==> config.mk <==
export PLATFORM = sky130hd
export DESIGN_NAME = video_src_switch
export DESIGN_NICKNAME = d
export VERILOG_FILES = /design/src/rtl/ossc_pkg.sv /design/src/rtl/sync_2ff.sv /design/src/rtl/video_src_switch.sv
export SDC_FILE = /design/constraint.sdc
export NUM_CORES = 1
export LEC_CHECK = 0
export ABC_CLOCK_PERIOD_IN_PS = 1690
export CAP_MARGIN = 5
export CORE_UTILIZATION = 51
export CTS_CLUSTER_DIAMETER = 50
export DETAILED_ROUTE_END_ITERATION = 16
export GPL_TIMING_DRIVEN = 0
export PLACE_DENSITY = 0.83
export SLEW_MARGIN = 10
export SYNTH_ARGS = -nofsm -noshare
export SYNTH_HDL_FRONTEND = slang
export SYNTH_SLANG_ARGS = --single-unit
==> constraint.sdc <==
create_clock -name pclk -period 1.69 [get_ports pclk]
set_input_delay 0.169 -clock pclk [delete_from_list [all_inputs] [get_ports pclk]]
set_output_delay 0.169 -clock pclk [all_outputs]
set_load 0.02 [all_outputs]
==> src/rtl/ossc_pkg.sv <==
// Shared types and constants for the OSSC output path.
// State encoding and source codes for video_src_switch.
package ossc_pkg;

  typedef enum logic [1:0] {
    IDLE,
    WAIT_OLD,
    SWITCH,
    WAIT_NEW
  } vss_state_t;

  localparam logic SRC_VG = 1'b0;
  localparam logic SRC_SC = 1'b1;

  function automatic logic [3:0] sat_inc4(input logic [3:0] v);
    return (v == 4'hf) ? v : v + 4'd1;
  endfunction

endpackage

==> src/rtl/sync_2ff.sv <==
// Two-flop synchronizer for a single quasi-static control bit.
// Asynchronous active-high reset clears both stages.
module sync_2ff (
  input  logic clk,
  input  logic rst,
  input  logic d,
  output logic q
);

  logic s1;

  always_ff @(posedge clk or posedge rst) begin
    if (rst) begin
      s1 <= 1'b0;
      q  <= 1'b0;
    end else begin
      s1 <= d;
      q  <= s1;
    end
  end

endmodule

==> src/rtl/video_src_switch.sv <==
// Frame-aligned, blanked output-source changeover (scanconverter/videogen).
// Watchdog compiled in only with VIDEO_SRC_SWITCH_TIMEOUT_EN defined.
module video_src_switch
  import ossc_pkg::*;
#(
  parameter int BLANK_FRAMES   = 2,
  parameter int TIMEOUT_CYCLES = 2700000,
  parameter int TMR_W          = 22
) (
  input  logic pclk,
  input  logic reset,
  input  logic sel_req,
  input  logic vs_sc,
  input  logic vs_vg,
  output logic sel,
  output logic blank,
  output logic busy,
  output logic timeout_flag
);

  localparam logic [3:0] BF = 4'(BLANK_FRAMES);

  logic       req_s;
  logic       vs_sc_q;
  logic       vs_vg_q;
  logic       edge_sc;
  logic       edge_vg;
  logic       edge_old;
  logic       edge_new;
  logic       frame_done;
  logic       tmr_zero;
  logic       target;
  logic [3:0] frame_cnt;
  vss_state_t state;

  sync_2ff u_req_sync (
    .clk (pclk),
    .rst (reset),
    .d   (sel_req),
    .q   (req_s)
  );

  always_ff @(posedge pclk or posedge reset) begin
    if (reset) begin
      vs_sc_q <= 1'b0;
      vs_vg_q <= 1'b0;
    end else begin
      vs_sc_q <= vs_sc;
      vs_vg_q <= vs_vg;
    end
  end

  assign edge_sc  = vs_sc & ~vs_sc_q;
  assign edge_vg  = vs_vg & ~vs_vg_q;
  assign edge_old = sel ? edge_sc : edge_vg;
  assign edge_new = target ? edge_sc : edge_vg;

  // An edge that completes the blanking beats a same-cycle expiry
  assign frame_done = edge_new && (sat_inc4(frame_cnt) >= BF);

`ifdef VIDEO_SRC_SWITCH_TIMEOUT_EN
  localparam logic [TMR_W-1:0] TMR_LOAD = TMR_W'(TIMEOUT_CYCLES);

  logic [TMR_W-1:0] timer;
  logic             to_evt;

  assign tmr_zero = (timer == '0);

  assign to_evt = tmr_zero &&
    ((state == WAIT_OLD && req_s != sel && !edge_old) ||
     (state == WAIT_NEW && !frame_done));

  always_ff @(posedge pclk or posedge reset) begin
    if (reset) begin
      timer <= '0;
    end else begin
      case (state)
        IDLE:     if (req_s != sel) timer <= TMR_LOAD;
        SWITCH:   timer <= TMR_LOAD;
        default:  if (!tmr_zero) timer <= timer - TMR_W'(1);
      endcase
    end
  end

  always_ff @(posedge pclk or posedge reset) begin
    if (reset) begin
      timeout_flag <= 1'b0;
    end else if (state == IDLE && req_s != sel) begin
      timeout_flag <= 1'b0;
    end else if (to_evt) begin
      timeout_flag <= 1'b1;
    end
  end
`else
  assign tmr_zero     = 1'b0;
  assign timeout_flag = 1'b0;
`endif

  always_ff @(posedge pclk or posedge reset) begin
    if (reset) begin
      state     <= IDLE;
      sel       <= SRC_VG;
      target    <= SRC_VG;
      blank     <= 1'b0;
      busy      <= 1'b0;
      frame_cnt <= 4'd0;
    end else begin
      case (state)
        IDLE: begin
          if (req_s != sel) begin
            state  <= WAIT_OLD;
            target <= req_s;
            busy   <= 1'b1;
          end
        end
        WAIT_OLD: begin
          if (req_s == sel) begin
            state <= IDLE;
            busy  <= 1'b0;
          end else if (edge_old || tmr_zero) begin
            state <= SWITCH;
            blank <= 1'b1;
          end
        end
        SWITCH: begin
          sel       <= target;
          frame_cnt <= 4'd0;
          if (BLANK_FRAMES == 0) begin
            state <= IDLE;
            blank <= 1'b0;
            busy  <= 1'b0;
          end else begin
            state <= WAIT_NEW;
          end
        end
        WAIT_NEW: begin
          if (edge_new) frame_cnt <= sat_inc4(frame_cnt);
          if (frame_done || tmr_zero) begin
            state <= IDLE;
            blank <= 1'b0;
            busy  <= 1'b0;
          end
        end
        default: state <= IDLE;
      endcase
    end
  end

endmodule

==> results of run 1 <==
-- cell families after synthesis --
group,count (synthesis),synth area share
AOI/OAI and AO/OA,23,0.231
and+or+nand+nor,17,0.156
DFF,14,0.509
buffers and inverters,7,0.0509
adders and majority gates,1,0.0182
other,1,0.00545
xor gates and xnor gates,1,0.0127
muxes,1,0.0164
-- registers in the layout (all words and copies together), names as in the netlist, named ones only --
name	cells
frame_cnt	4
blank	1
busy	1
sel	1
state	1
target	1
u_req_sync.q	1
u_req_sync.s1	1
vs_sc_q	1
vs_vg_q	1
-- stage by stage --
stage / worst slack (ns) / total power, µW / instances
2_1_floorplan: 0.303 / 970 / 65
3_3_place_gp: 0.0691 / 1140 / 86
3_5_place_dp: 0.0436 / 1160 / 86
4_1_cts: 0.107 / 1420 / 90
5_1_grt: 0.0317 / 1520 / 90
6_report: 0.128 / 1420 / 90
-- layer usage --
| metal | share of wire | global-route usage |
|---|---|---|
| met5 | 0 | 0 |
| met1 | 0.46 | 0.292 |
| met2 | 0.49 | 0.375 |
| met3 | 0.042 | 0.0867 |
| met4 | 0.0073 | 0.0776 |
-- layout make-up --
type / instances / area [µm²] / area share
repair buffers: 7 / 70.1 / 0.0860
flip-flops and latches: 14 / 350 / 0.430
multi-input cells: 44 / 305 / 0.375
plain buffers: 3 / 20.0 / 0.0246
inverters: 4 / 15.0 / 0.0184
clock buffers: 4 / 36.3 / 0.0445
well taps: 14 / 17.5 / 0.0215
-- worst paths after layout --
path	start	endpoint	slack, ns	cells past startpoint
max in group asynchronous	reset	state[0]	1.14	2
worst max-delay path	sel	sel	0.13	1
min in group pclk	sel_req	u_req_sync.s1	0.32	1
worst max register to register	frame_cnt[0]	flop	0.13	5
worst min register to register	u_req_sync.s1	u_req_sync.q	0.36	0
worst min-delay path	reset	vs_vg_q	0.21	2
-- cells in the final DEF (no fill, tap or decap), drive strengths merged --
master | netlist | final
dfrtp | 14 | 14
a21oi | 8 | 8
clkdlybuf4s50 | 0 | 7
nor2 | 6 | 6
inv | 4 | 4
clkbuf | 0 | 4
o21ai | 3 | 3
buf | 3 | 3
a31oi | 2 | 2
nand3 | 2 | 2
and2b | 2 | 2
mux2 | 1 | 1
nor3b | 1 | 1
a21o | 1 | 1
a41o | 1 | 1
nand2 | 1 | 1
and4b | 1 | 1
a311o | 1 | 1
nor4bb | 1 | 1
a31o | 1 | 1
xor2 | 1 | 1
nand2b | 1 | 1
a21boi | 1 | 1
o311a | 1 | 1
and2 | 1 | 1
and4 | 1 | 1
a221o | 1 | 1
o41ai | 1 | 1
o31a | 1 | 1
o31ai | 1 | 1
ha | 1 | 1
conb | 1 | 1
-- power groups by stage --
| stage | sequential, µW | combinational, µW | clock (µW) |
|---|---|---|---|
| after detailed placement | 562 | 601 | 0 |
| after global routing | 572 | 683 | 266 |
| after CTS | 555 | 615 | 248 |
| final | 557 | 617 | 247 |
| after floorplan | 579 | 391 | 0 |
| after global placement | 553 | 582 | 0 |
-- timing repair --
action,in CTS,in global routing
gates resized for setup,0,1
endpoints found under the hold margin,0,0
endpoints found under the setup margin,0,1
==> key figures, run 1 <==
Logic synthesis
  – Top_reg_cell synth: dfrtp_1
  – Synth Instances: 65
  – Register area share after synthesis: 0.509
  – Ys async rst share: 1.00
  – Post-synthesis net count: 71
  – Yosys warning count: 0
  – Synth unique cells: 32
  – Leading area contributor after synthesis: dfrtp_1
  – Post-Syn Area: 688 µm²
  – Post-synth top area share: 0.509
  – Seq cells post-synth: 14
  – Synth top area cells: dfrtp_1, a21oi_1, nor2_1, o21ai_0, buf_4
  – EDFF count, synth: 0
  – Most instantiated cells after synthesis: dfrtp_1, a21oi_1, nor2_1, inv_1, o21ai_0
  – Most common cell in the netlist: dfrtp_1
  – Syn_area_per_cell: 10.6 µm²

GRT
  – First-pass GRT wire length: 2280 µm
  – Initial antenna violation count: 0
  – Total GRT Usage: 0.235
  – Vias in the first global route: 512
  – Grt total ovfl: 0
  – Pin count of the biggest net entering global routing: 15

Die
  – # rows: 12
  – IO Count: 9
  – Core Box Area: 1190 µm²
  – Die area: 1500 µm²
  – Die Ht: 38.7 µm
  – Die width: approximately 39 µm
  – Initial core utilization: 0.580

Timing
  – Final Hold Vio Count: 0
  – Fin crit period: 1.56 ns
  – Slew Limit Fails: 0
  – Max Clock Skew: 0.00500 ns
  – Final setup TNS: 0 ns
  – Fraction of the cycle the final worst path needs: 0.924
  – Hold slack: approximately 0.21 ns
  – Slew HR: 0.657
  – Fmax: about 640 MHz
  – Worst-margin pin slew: just over 0.5 ns
  – Final setup viols: 0
  – RSZ-0062 raised after global routing: false

Final layout
  – Layout cells sized above 1: 0.184
  – Area Growth Syn to Fin: 18.4%
  – FILL cells: ~100
  – Final core occ: 0.687
  – Layout Nets: 83
  – Ant diodes: 0
  – Design area: 815 µm²

Power
  – Internal power: 864 µW
  – Sw frac: 0.392
  – Leak: 0.000368 µW
  – Clk pwr share: 0.174
  – Sequential power share: 0.392
  – Power density cells: 1740 nW/µm²
  – Sw Pwr: 557 µW
  – Comb power frac: 0.435
  – VDD IR max: between 1000 and 1500 µV

Worst setup path
  – Arrival time worst endpoint: 1.39 ns
  – Slowest cell on the critical path: clkdlybuf4s50_1
  – CP Buf/Inv Count: 1
  – Family with the most delay on the worst path: buffers and inverters
  – Max stage delay on crit path: 0.64 ns
  – Critical path peak fanout: 6
  – WP data required: 1.52 ns
  – Startpoint class of the critical path: flop
  – Crit path capture type: output pin
  – Critical setup path kind: reg -> out
  – Critical path cell sequence: clkdlybuf4s50_1

CTS
  – CTS buffer count: 3
  – Clk slew on worst S/H paths: 0.09 ns
  – H-Tree Depth: 1
  – # hold bufs at CTS: 0
  – Post-CTS setup buffers: 0
  – Worst-skew pair later-pin latency: 0.28 ns
  – CTS Sinks: 14
  – Longest Clk Path Bufs: 2
  – CTS root buffer: clkbuf_4
  – CTS tree: built

Status
  – Run status: finished clean

Route
  – Routed WL: 1370 µm
  – Wire per inst: between 15 and 20 µm
  – Number of remaining DRC errors: 0
  – Remaining antenna violation count after routing: 0
  – Vias: 552
  – Via density: 6.13
  – DRT iter0 DRCs: 13
  – DRT Pass-1 Iters: 4

Job
  – Max cap viols: 0

Placement
  – Dpl cell area: 776 µm²
  – RePlAce Congestion: 0.837
  – Port Buffers: 7

Hold path
  – Worst hold path class: in -> async
No activity file was read; power rests on OpenSTA's default activity.
==> inputs of run 2 (changes only) <==
- CORE_AREA: default -> 2 2 39 41
- CORE_UTILIZATION: 51 -> default
- DIE_AREA: default -> 0 0 41 43
- DONT_BUFFER_PORTS: default -> 1
- PLACE_DENSITY: 0.83 -> 0.75
==> run 2 against run 1 <==
  * Cell area decreased by 3.7%
  * Clock skew down 0.0046 ns
  * Critical endpoint is now busy
  * Clock power shrank 4%
  * Non-clock buffer count fell by 3
  * Via count fell by 4.9%
  * Total power is 6.9% lower
  * Largest cell class unchanged
  * Sequential power is 7.9% higher
==> key figures, run 2 (synthesis gave the netlist of run 1 again) <==
Status
  – Run status: finished clean

Route
  – Vias: 525 (-4.9%)
  – DRT iter0 DRCs: 23 (+10)
  – Routed WL: 1220 µm (-12%)
  – Wire per inst: 13.7 µm (-11%)
  – Via density: 5.90 (-3.8%)
  – Remaining antenna violation count after routing: 0 (unchanged)
  – Number of remaining DRC errors: 0 (unchanged)
  – DRT Pass-1 Iters: 4 (unchanged)

Job
  – Max cap viols: 0 (unchanged)

GRT
  – Total GRT Usage: 0.178 (-0.0576)
  – First-pass GRT wire length: 2080 µm (-8.8%)
  – Grt total ovfl: 0 (unchanged)
  – Vias in the first global route: 488 (-4.7%)
  – Initial antenna violation count: 0 (unchanged)
  – Pin count of the biggest net entering global routing: 15 (unchanged)

Die
  – # rows: 14 (+2)
  – Core Box Area: 1380 µm² (+17%)
  – Initial core utilization: 0.497 (-0.0829)
  – Die area: 1760 µm² (+18%)
  – IO Count: 9 (unchanged)
  – Die Ht: 43 µm (+11%)
  – Die width: 41 µm (+5.8%)

Final layout
  – Ant diodes: 0 (unchanged)
  – Largest Register: frame_cnt
  – FILL cells: 124 (+22%)
  – Commonest non-fill, non-tap cell in the layout: dfrtp_1
  – Area Growth Syn to Fin: 14.0%
  – Highest-count cells in the layout ignoring fill and taps: dfrtp_1, a21oi_1, nor2_1, inv_1, dlygate4sd3_1
  – Layout cells sized above 1: 0.178 (-0.00613)
  – Design area: 785 µm² (-3.7%)
  – Layout Nets: 80 (-3.6%)
  – Max FFs per register: 4 (unchanged)

Worst setup path
  – Critical Path Stages: 5 (+4)
  – Arrival time worst endpoint: 1.78 ns (+0.39 ns)
  – Startpoint class of the critical path: flop
  – Max stage delay on crit path: 0.43 ns (-0.21 ns)
  – Crit path capture type: flop
  – WP data required: 1.90 ns (+0.38 ns)
  – Most frequent CP cell: a21oi_1
  – Critical path cell sequence: ha_1 > a21boi_1 > a21oi_1 > o311a_2 > a21oi_1
  – CP Buf/Inv Count: 0 (-1)
  – Slowest cell on the critical path: dfrtp_1
  – Critical path peak fanout: 6 (unchanged)
  – FF-to-FF path depth: 5 (unchanged)
  – Reg2reg setup slack: 0.12 ns (about the same)
  – Critical setup path kind: reg -> reg
  – Family with the most delay on the worst path: compound AO/OA/AOI/OAI gates

Timing
  – Hold slack: 0.347 ns (+0.140 ns)
  – Final Hold Vio Count: 0 (unchanged)
  – Fin crit period: 1.57 ns (+0.0113 ns)
  – Max Clock Skew: 0.000380 ns (-0.00462 ns)
  – Final setup TNS: 0 ns (unchanged)
  – Slew Limit Fails: 0 (unchanged)
  – Fmax: 635 MHz (-0.72%)
  – RSZ-0062 raised after global routing: false
  – Fraction of the cycle the final worst path needs: 0.931 (+0.00670)
  – Final setup viols: 0 (unchanged)

Hold path
  – Worst hold path class: in -> async

Power
  – PnR Total Power: 1320 µW (-6.9%)
  – Power density cells: 1690 nW/µm² (-3.3%)
  – VDD IR max: 997 µV (-4.7%)
  – Leak: 0.000360 µW (-2.4%)

Placement
  – Port Buffers: 0 (-7)
  – Dpl cell area: 708 µm² (-8.7%)
  – DP HPWL: 866 µm
  – RePlAce Congestion: 0.881 (+5.4%)

CTS
  – Clk slew on worst S/H paths: 0.08 ns (about the same)
  – CTS buffer count: 3 (unchanged)
  – Post-CTS sizing: 0 (unchanged)
  – H-Tree Depth: 1 (unchanged)
  – Longest Clk Path Bufs: 2 (unchanged)
  – Worst-skew pair later-pin latency: 0.28 ns (about the same)
  – CTS root buffer: clkbuf_4
  – # hold bufs at CTS: 4 (+4)
  – Post-CTS setup buffers: 0 (unchanged)
  – CTS tree: built
  – CTS Sinks: 14 (unchanged)
-- run 2: cell count changes in the layout (fill, tap and decap cells not counted) --
cell             before  now
clkdlybuf4s50_1       7    0
dlygate4sd3_1         0    4
ha_1                  0    1
ha_2                  1    0
-- run 2: path summary, 6_finish.rpt --
check / startpoint / endpoint
worst max-delay path: frame_cnt[0] / busy
worst min-delay path: reset / u_req_sync.s1
worst max register to register: frame_cnt[0] / busy
worst min register to register: u_req_sync.s1 / u_req_sync.q
max in group asynchronous: reset / frame_cnt[1]
min in group pclk: u_req_sync.s1 / u_req_sync.q
-- run 2: where the power goes --
group	leakage [µW]	switching (µW)	internal [µW]	total, µW
Clock	0.0000210	105	131	236
Sequential	0.000165	156	444	601
Combinational	0.000173	263	223	486
-- run 2: routing by layer --
| layer | global-route usage | up-vias | share of wire |
|---|---|---|---|
| met1 | 0.231 | 256 | 0.44 |
| met2 | 0.253 | 17 | 0.50 |
| met5 | 0 | - | 0 |
| met3 | 0.0785 | 0 | 0.058 |
| li1 | - | 252 | - |
| met4 | 0.0667 | 0 | 0 |
-- run 2: layout make-up --
class | instances | area (µm²) | share of cell area
repair buffers | 4 | 40.0 | 0.0510
clock buffers | 4 | 36.3 | 0.0463
flip-flops and latches | 14 | 350 | 0.447
inverters | 4 | 15.0 | 0.0191
plain buffers | 3 | 20.0 | 0.0255
multi-input cells | 44 | 303 | 0.386
well taps | 16 | 20.0 | 0.0255
-- run 2: through the flow --
stage,setup WS [ns],utilization,std cells
after CTS,0.128,0.567,89
after global placement,0.179,0.512,81
after detailed placement,0.153,0.512,81
after floorplan,0.303,-,65
final,0.116,0.567,89
after global routing,0.0173,0.567,89
==> inputs of run 3 (changes only) <==
- ABC_CLOCK_PERIOD_IN_PS: 1690 -> 1950
- clock period: 1.69 -> 1.95 ns (I/O delays scaled with it)
==> results of run 3 <==
Same layout as run 2 (identical final DEF). Status: finished clean.
Main changes from that run: setup slack after placement 0.153 ns -> 0.413 ns; setup slack after layout 0.116 ns -> 0.376 ns; hold slack 0.347 ns -> 0.357 ns; register-to-register setup slack 0.12 ns -> 0.38 ns; total power 1320 µW -> 1150 µW; worst IR drop on VDD 997 µV -> 864 µV
